==> config.mk <==
export PLATFORM = sky130hd
export DESIGN_NAME = wptr_full_prog_flat
export DESIGN_NICKNAME = d
export VERILOG_FILES = /design/src/rtl/wptr_full_prog_pkg.sv /design/src/rtl/wptr_full_prog_if.sv /design/src/rtl/wptr_full_prog_gray2bin.sv /design/src/rtl/wptr_full_prog.sv /design/src/flat_wrapper.sv
export SDC_FILE = /design/constraint.sdc
export NUM_CORES = 1
export LEC_CHECK = 0
export ABC_AREA = 0
export ABC_CLOCK_PERIOD_IN_PS = 7700
export CAP_MARGIN = 0
export CORE_ASPECT_RATIO = 0.6
export CORE_UTILIZATION = 39
export CTS_BUF_LIST = sky130_fd_sc_hd__clkbuf_8
export CTS_CLUSTER_SIZE = 25
export DETAILED_ROUTE_END_ITERATION = 12
export PLACE_DENSITY = 0.63
export SYNTH_ARGS = -nofsm -noshare
export SYNTH_HDL_FRONTEND = slang
export SYNTH_SLANG_ARGS = --single-unit
==> constraint.sdc <==
create_clock -name wclk -period 7.7 [get_ports wclk]
set_input_delay 1.155 -clock wclk [delete_from_list [all_inputs] [get_ports wclk]]
set_output_delay 1.155 -clock wclk [all_outputs]
set_load 0.01 [all_outputs]
==> src/rtl/wptr_full_prog_pkg.sv <==
// rtl/wptr_full_prog_pkg.sv - shared Gray/binary helpers and depth helper for the FIFO pointer blocks
// Helpers take zero-extended values up to MAX_W bits, so they serve any pointer width.
package wptr_pkg;

  localparam int MAX_W = 32;

  function automatic int unsigned depth_of(input int unsigned addrsize);
    return 32'd1 << addrsize;
  endfunction

  function automatic logic [MAX_W-1:0] bin2gray(input logic [MAX_W-1:0] b);
    return b ^ (b >> 1);
  endfunction

  function automatic logic [MAX_W-1:0] gray2bin(input logic [MAX_W-1:0] g);
    logic [MAX_W-1:0] b;
    b[MAX_W-1] = g[MAX_W-1];
    for (int i = MAX_W - 2; i >= 0; i--) begin
      b[i] = b[i+1] ^ g[i];
    end
    return b;
  endfunction

endpackage

==> src/rtl/wptr_full_prog_if.sv <==
// rtl/wptr_full_prog_if.sv - FIFO write-port bundle between the writer and the write pointer block
// wovf_cnt exists only when WPTR_OVF_CNT_EN is defined.
interface wptr_full_prog_if #(
  parameter int ADDRSIZE  = 8,
  parameter int OVF_CNT_W = 8
);

  logic                winc;
  logic [ADDRSIZE-1:0] waddr;
  logic                wfull;
  logic                wfull_almost;
  logic [ADDRSIZE:0]   wlevel;
  logic                fifo_error_w;
  logic                wovf;
`ifdef WPTR_OVF_CNT_EN
  logic [OVF_CNT_W-1:0] wovf_cnt;
`endif

  if (ADDRSIZE < 2 || OVF_CNT_W < 1) begin : g_param_check
    $error("wptr_full_prog_if: ADDRSIZE must be >= 2 and OVF_CNT_W >= 1");
  end

`ifdef WPTR_OVF_CNT_EN
  modport master (
    output winc,
    input  waddr, wfull, wfull_almost, wlevel, fifo_error_w, wovf, wovf_cnt
  );
  modport slave (
    input  winc,
    output waddr, wfull, wfull_almost, wlevel, fifo_error_w, wovf, wovf_cnt
  );
`else
  modport master (
    output winc,
    input  waddr, wfull, wfull_almost, wlevel, fifo_error_w, wovf
  );
  modport slave (
    input  winc,
    output waddr, wfull, wfull_almost, wlevel, fifo_error_w, wovf
  );
`endif

endinterface

==> src/rtl/wptr_full_prog_gray2bin.sv <==
// rtl/wptr_full_prog_gray2bin.sv - combinational Gray-to-binary decoder, shared by both pointer domains
module gray2bin #(
  parameter int W = 4
) (
  input  logic [W-1:0] gray,
  output logic [W-1:0] bin
);

  for (genvar i = 0; i < W; i++) begin : g_bit
    assign bin[i] = ^gray[W-1:i];
  end

endmodule

==> src/rtl/wptr_full_prog.sv <==
// rtl/wptr_full_prog.sv - write pointer with registered full, programmable almost-full, level and overflow
// Saturating overflow counter present only when WPTR_OVF_CNT_EN is defined.
module wptr_full_prog
  import wptr_pkg::*;
#(
  parameter int ADDRSIZE  = 8,
  parameter int OVF_CNT_W = 8
) (
  input  logic              wclk,
  input  logic              wrst,
  input  logic [ADDRSIZE:0] wq2_rptr,
  input  logic [ADDRSIZE:0] af_margin,
  output logic [ADDRSIZE:0] wptr,
  wptr_full_prog_if.slave   wif
);

  localparam logic [ADDRSIZE:0] DEPTH_V = (ADDRSIZE+1)'(depth_of(ADDRSIZE));

  if (ADDRSIZE < 2 || OVF_CNT_W < 1) begin : g_param_check
    $error("wptr_full_prog: ADDRSIZE must be >= 2 and OVF_CNT_W >= 1");
  end

  logic [ADDRSIZE:0] wbin;
  logic [ADDRSIZE:0] wbinnext;
  logic [ADDRSIZE:0] wgraynext;
  logic [ADDRSIZE:0] rbin;
  logic [ADDRSIZE:0] lvlnext;
  logic [ADDRSIZE:0] free_next;
  logic              wpush;
  logic              wfull_val;
  logic              waf_val;
  logic              wfull_r;
  logic              waf_r;
  logic [ADDRSIZE:0] wlevel_r;
  logic              wovf_r;
  logic              ovf_event;

  gray2bin #(.W(ADDRSIZE + 1)) u_rptr_decode (
    .gray (wq2_rptr),
    .bin  (rbin)
  );

  assign wpush     = wif.winc & ~wfull_r;
  assign ovf_event = wif.winc & wfull_r;
  assign wbinnext  = wbin + {{ADDRSIZE{1'b0}}, wpush};
  assign wgraynext = (ADDRSIZE+1)'(bin2gray(MAX_W'(wbinnext)));

  // Modulo subtraction keeps the level correct across pointer wrap.
  assign lvlnext   = wbinnext - rbin;
  assign free_next = DEPTH_V - lvlnext;
  assign wfull_val = (lvlnext == DEPTH_V);
  assign waf_val   = (free_next <= af_margin);

  always_ff @(posedge wclk) begin
    if (wrst) begin
      wbin     <= '0;
      wptr     <= '0;
      wfull_r  <= 1'b0;
      waf_r    <= 1'b0;
      wlevel_r <= '0;
      wovf_r   <= 1'b0;
    end else begin
      wbin     <= wbinnext;
      wptr     <= wgraynext;
      wfull_r  <= wfull_val;
      waf_r    <= waf_val;
      wlevel_r <= lvlnext;
      if (ovf_event) begin
        wovf_r <= 1'b1;
      end
    end
  end

`ifdef WPTR_OVF_CNT_EN
  logic [OVF_CNT_W-1:0] ovf_cnt_r;

  always_ff @(posedge wclk) begin
    if (wrst) begin
      ovf_cnt_r <= '0;
    end else if (ovf_event && (ovf_cnt_r != {OVF_CNT_W{1'b1}})) begin
      ovf_cnt_r <= ovf_cnt_r + 1'b1;
    end
  end

  assign wif.wovf_cnt = ovf_cnt_r;
`endif

  assign wif.waddr        = wbin[ADDRSIZE-1:0];
  assign wif.wfull        = wfull_r;
  assign wif.wfull_almost = waf_r;
  assign wif.wlevel       = wlevel_r;
  assign wif.fifo_error_w = ovf_event;
  assign wif.wovf         = wovf_r;

endmodule
==> src/flat_wrapper.sv <==
// flat-port wrapper written by rule: the top's interface ports become plain ports
module wptr_full_prog_flat import wptr_pkg::*;
#(
  parameter int ADDRSIZE  = 8,
  parameter int OVF_CNT_W = 8
)
  (wclk, wrst, wq2_rptr, af_margin, wptr, wif_winc, wif_waddr, wif_wfull, wif_wfull_almost, wif_wlevel, wif_fifo_error_w, wif_wovf);
  wptr_full_prog_if #(.ADDRSIZE(ADDRSIZE), .OVF_CNT_W(OVF_CNT_W)) wif_i ();
  input  logic wclk;
  input  logic wrst;
  input  logic [ADDRSIZE:0] wq2_rptr;
  input  logic [ADDRSIZE:0] af_margin;
  output logic [ADDRSIZE:0] wptr;
  input wire logic [$bits(wif_i.winc)-1:0] wif_winc;
  output wire logic [$bits(wif_i.waddr)-1:0] wif_waddr;
  output wire logic [$bits(wif_i.wfull)-1:0] wif_wfull;
  output wire logic [$bits(wif_i.wfull_almost)-1:0] wif_wfull_almost;
  output wire logic [$bits(wif_i.wlevel)-1:0] wif_wlevel;
  output wire logic [$bits(wif_i.fifo_error_w)-1:0] wif_fifo_error_w;
  output wire logic [$bits(wif_i.wovf)-1:0] wif_wovf;
  assign wif_i.winc = wif_winc;
  assign wif_waddr = wif_i.waddr;
  assign wif_wfull = wif_i.wfull;
  assign wif_wfull_almost = wif_i.wfull_almost;
  assign wif_wlevel = wif_i.wlevel;
  assign wif_fifo_error_w = wif_i.fifo_error_w;
  assign wif_wovf = wif_i.wovf;
  wptr_full_prog #(.ADDRSIZE(ADDRSIZE), .OVF_CNT_W(OVF_CNT_W)) u_core (.wclk(wclk), .wrst(wrst), .wq2_rptr(wq2_rptr), .af_margin(af_margin), .wptr(wptr), .wif(wif_i));
endmodule
# After elaboration in Yosys (flattened, before gate mapping)
# Index checks and enable logic that the tools add are counted.
op_classes:
  order_cmp: 1
  bitwise: 4
  n_mux: 0
  n_eq_ne: 1
  n_shift: 0
  n_reduce_logical: 8
  div: 0
  n_addsub: 3
  n_mul: 0
op_table:
  columns: ["operator", "count"]
  rows:
  - ["$add 9x1->9", 1]
  - ["$eq 9x9->1 const B", 1]
  - ["$le 9x9->1", 1]
  - ["$reduce_xor 9->1", 1]
  - ["$sub 9x9->9", 1]
  - ["$sub 9x9->9 const A", 1]
  - ["$xor 9x8->9", 1]
  - ["$reduce_xor 8->1", 1]
  - ["$reduce_xor 7->1", 1]
  - ["$reduce_xor 6->1", 1]
  - ["$reduce_xor 5->1", 1]
  - ["$reduce_xor 4->1", 1]
  - ["$reduce_xor 3->1", 1]
  - ["$and 1x1->1", 2]
  - ["$reduce_xor 2->1", 1]
  - ["$not 1->1", 1]
totals:
  n_memories: 0
  regBits: 30
  out_inout_bits: 30
  in_bits: 21
  ramBits: 0
  latchBits: 0
  mem_bits_ro: 0
  wordCells: 23

# Logic depth before layout (Yosys ltp)
logic_depth:
  word_depth: 6
  depth_mapped: 23
  depth_no_buf: 23

# By module
# Synthesis repeated with hierarchy kept, for this count alone.
unflattened:
  hier_cells: 206
  hier_area_um2: 1881.8
by_module_without_submodules:
  columns: ["module", "seq_area_each_um2", "area_per_inst_um2", "cells_per_inst", "instances"]
  rows:
  - ["wptr_full_prog", 580.6, 1712.9, 192, 1]
  - ["gray2bin", 0.0, 168.9, 14, 1]

# Worst setup path before layout
# Ideal clock, no wire load.
synth_path:
  kind: "input to register"
  startpoint: "input wq2_rptr[7]"
  endpoint: "register u_core.waf_r, in the netlist u_core.wif.wfull_almost"
  required_ns: 7.614
  path_slack_ns: 2.026
  n_path_buf: 0
  cell_stages: 23
  t_arrival_ns: 5.588
  setup_ns: 0.086
  cell_sequence: "xor3_2 > xnor3_2 > xnor2_1 > xor2_1 > xnor2_1 > ha_1 > inv_1 > fa_1 > nor2_1 > maj3_2 > a21oi_4 > o21a_1 > a21oi_1 > xor2_1 > nor3b_2 > ha_1 > ha_1 > nand2_1 > nor2_1 > nand4_1 > nand2_1 > a21oi_1 > a211oi_1"
synth_via:
  elab_chain_cells: 4
  word_cells_on_any_way: 11
  classes_between: "2 x add/sub; 1 x order compare; 8 x reduce/logical"
synth_rtl:
  columns: ["item", "line_no", "rtl"]
  rows:
  - ["start: declaration", "flat_wrapper.sv:11", "input logic [ADDRSIZE:0] wq2_rptr;"]
  - ["$reduce_xor 9->1 (tied with other cells)", "wptr_full_prog_gray2bin.sv:10", "assign bin[i] = ^gray[W-1:i];"]
  - ["$sub 9x9->9 (*)", "wptr_full_prog.sv:49", "assign lvlnext = wbinnext - rbin;"]
  - ["$sub 9x9->9 (*)", "wptr_full_prog.sv:50", "assign free_next = DEPTH_V - lvlnext;"]
  - ["$le 9x9->1 (*)", "wptr_full_prog.sv:52", "assign waf_val = (free_next <= af_margin);"]
  - ["end signal: assignment", "wptr_full_prog.sv:66", "waf_r <= waf_val;"]
  - ["end: declaration", "wptr_full_prog.sv:33", "logic waf_r;"]
# Mark *: on every way between the ends. The rest lies on a longest branch, timed or not.
# A chain may end at the register's enable or synchronous reset.

# Worst setup path after layout
# Same ends and word-level chain as after synthesis.

==> impl_metrics.yaml <==
outcome:
  status: "finished clean"
place:
  io_buffers: 50
  dp_hpwl_microns: 3120
  placed_standard_cell_area_sq_um: 2420
  gp_congestion: 0.850
sta:
  rsz_0062_raised_after_global_routing: "false"
  final-max-slew-violation-count: 0
  maxClockFrequency_ghz: 0.156
  post-route-min-period_ns: 6.42
  final_hold_viol_count: 0
  timing.final.crit_share: 0.834
  skew_ns: 0.00275
  finalSetupViolCount: 0
  worstMarginPinSlew_ns: 1.03
  final.setup.tns_ns: 0
  max-slew-margin-rel: 0.314
global_route:
  groute.usage.overall: 0.168
  grt_overflow: 0
  grt_pass1_wl_microns: 6440
  maximum_number_of_pins_on_one_net_before_global_route_repair: 30
  grt_antenna_before_repair: 0
  grt_pass1_vias: 1399
finish:
  area_growth_pct: 35.0
  layout-drive-gt1-share: 0.0766
  number_of_nets_in_the_layout: 300
  antenna_cells: 0
  finalInstanceArea_sq_um: 2510
logic_synthesis:
  synth_largest_area_cell: "sky130_fd_sc_hd__dfxtp_1"
  post_synth_main_area_contributors: "sky130_fd_sc_hd__dfxtp_1 31%, sky130_fd_sc_hd__ha_1 12%, sky130_fd_sc_hd__xnor2_1 9.4%"
  syn-mean-instance-area_sq_um: 8.93
  yosys_most_used_dff: "sky130_fd_sc_hd__dfxtp_1"
  synth-seq-area-share: 0.312
  synthesized_netlist_cell_count: 208
  yosys_warn_count: 0
  ff_latch_count_synth: 29
  postSynthNetCount: 248
  number_of_enable_type_register_cells_in_the_synthesized_netlist: 0
  netlist-cell-type-count: 38
  area_fraction_of_the_dominant_cell_type_after_synthesis: 0.312
  synthTopCellsByCount: "31 x sky130_fd_sc_hd__nor2_1, 29 x sky130_fd_sc_hd__dfxtp_1, 20 x sky130_fd_sc_hd__xnor2_1"
  async_reset_ff_frac: 0
  library_cell_with_the_highest_instance_count_after_synthesis: "sky130_fd_sc_hd__nor2_1"
  syn_area_sq_um: 1860
setup_path:
  timing.critical_path.required_ns: 7.88
  top_cell_family_by_delay_on_the_critical_path: "XOR/XNOR gates"
  arrival_time_at_the_worst_endpoint_ns: 6.60
  cp-start-kind: "input port"
  path_class: "input port to flip-flop"
  worstPathCellList: "clkdlybuf4s50_1 -> xor3_2 -> xnor3_2 -> xnor2_1 -> xor2_1 -> xnor2_1 -> ha_1 -> inv_1 -> fa_1 -> nor2_1 -> maj3_2 -> a21oi_4 -> o21a_1 -> a21oi_1 -> xor2_1 -> nor3b_2 -> ha_1 -> ha_1 -> nand2_1 -> nor2_1 -> nand4_1 -> nand2_1 -> a21oi_1 -> a211oi_1"
  rr_startpoint: "u_core.wif.wfull$_SDFF_PP0_"
  timing.critical_path.from: "wq2_rptr[7]"
  crit_top_cell: "sky130_fd_sc_hd__ha_1"
  worst_path_largest_cell_delay_ns: 0.49
  timing.critical_path.slowest_stage_cell: "sky130_fd_sc_hd__clkdlybuf4s50_1"
  end_kind: "flip-flop"
  crit_path_buffers_inverters: 2
  r2r_setup_slack_ns: 3.22
  worst-path-max-fanout: 5
floorplanning:
  die-width_microns: 91.1
  core_region_area_sq_um: 4560
  initial_core_util: 0.407
  design.die.area_sq_um: 5050
  i_o_pin_count: 51
  placement_rows: 19
  floorplan.die.height_microns: 55.5
detailed_routing:
  num_vias: 1524
  drtIter0Drc: 71
  final_antenna_net_count: 0
  dr_drc_count: 0
  drt_pass1_iterations: 4
  finalWirelength_microns: 3920
  avgViaCountPerCell: 4.70
  wire_per_inst_microns: 12.1
worst_hold_path:
  hp-start: "u_core.wif.wovf$_SDFFE_PP0P_"
  hp-class: "flip-flop to flip-flop"
clock_tree:
  hold_buffers: 0
  post_cts_buffers: 0
  ctsHtreeMaxLevel: 2
  cts_max_path_buffers: 2
  cts_root_buf: "sky130_fd_sc_hd__clkbuf_8"
  clock_latency_ns: 0.28
  cts.clk_slew.worst_paths_ns: 0.06
  cts_made_buffers: 5
  tritoncts_clock_tree: "built"
  cts-resized-gates: 0
  tritoncts_num_sinks: 29
power:
  power_density_nw_per_um2: 242
  cellLeakagePower_nw: 1.09
  ir_drop_uv: 179
job:
  max_capacitance_violation_count: 0
## tightest hold or removal path, delay by kind of cell, from the launching register on
family | cells | cell delay, ns
simple gates | 2 | 0.11
flops | 1 | 0.32
## logic make-up (layout without fill, tap and decap cells)
family | Yosys count | count (layout) | synth area share
fa+ha+maj | 20 | 20 | 0.138
xor+xnor | 40 | 40 | 0.209
compound gates | 29 | 29 | 0.111
simple gates | 66 | 66 | 0.173
buf+inv | 22 | 75 | 0.0444
mux | 2 | 2 | 0.0114
flops | 29 | 29 | 0.312
## state kept, by name (all words and copies together), names as in the netlist
register and cells:
u_core.wif.wfull 1, u_core.wptr 8, u_core.wif.wfull_almost 1, u_core.wif.wovf 1
u_core.wif.wlevel 9, u_core.wbin 9
## where the power goes
group          internal (W)  leakage [nW]  switching [W]
clock network     0.0000621        0.0439      0.0000594
registers          0.000166         0.237     0.00000482
logic              0.000151         0.805       0.000162
## metal layers
| layer | up-vias | track usage | wire, microns |
|---|---|---|---|
| met4 | 0 | 0.0680 | 57 |
| met5 | - | 0 | 0 |
| li1 | 789 | - | - |
| met3 | 5 | 0.0551 | 280 |
| met2 | 55 | 0.220 | 1460 |
| met1 | 675 | 0.250 | 2120 |
## placed cells by master, fill, tap and decap left out, drive strengths merged, types with 2 or more instances in the layout
cell type and n:
nor2b 11, o21a 9, nand2 8, nor2 31, clkbuf 5, ha 18
xnor2 21, clkinv 2, inv 16, clkdlybuf4s50 50, xor2 17, nand3 7
nor3 3, nand4 3, a21o 3, o21ai 5, a21oi 5, dfxtp 29
## layout make-up
cell class,count,area [sq um]
flip-flops and latches,29,581
multi-input cells,157,1190
clock inverters,3,17.5
fillers,451,2060
clock buffers,5,68.8
well taps,63,78.8
inverters,16,60.1
repair buffers,51,508
## path summary, 6_finish.rpt
path / to / depth (start not counted)
setup reg to reg: u_core.wif.wfull_almost$_SDFF_PP0_ / 21
hold / removal: u_core.wif.wovf$_SDFFE_PP0P_ / 2
setup / recovery: u_core.wif.wfull_almost$_SDFF_PP0_ / 24
hold reg to reg: u_core.wif.wovf$_SDFFE_PP0P_ / 2
## per-stage QoR
step | utilization | instances | setup WS (ns) | total power [W] | hold WS, ns
2_1_floorplan | - | 208 | 2.03 | 0.000391 | 0.505
3_3_place_gp | 0.531 | 316 | 1.15 | 0.000486 | 0.449
3_5_place_dp | 0.531 | 316 | 1.01 | 0.000485 | 0.461
4_1_cts | 0.550 | 324 | 1.29 | 0.000611 | 0.476
5_1_grt | 0.550 | 324 | 1.00 | 0.000656 | 0.533
6_report | 0.550 | 324 | 1.28 | 0.000606 | 0.465
(Power assumes the default switching activity.)
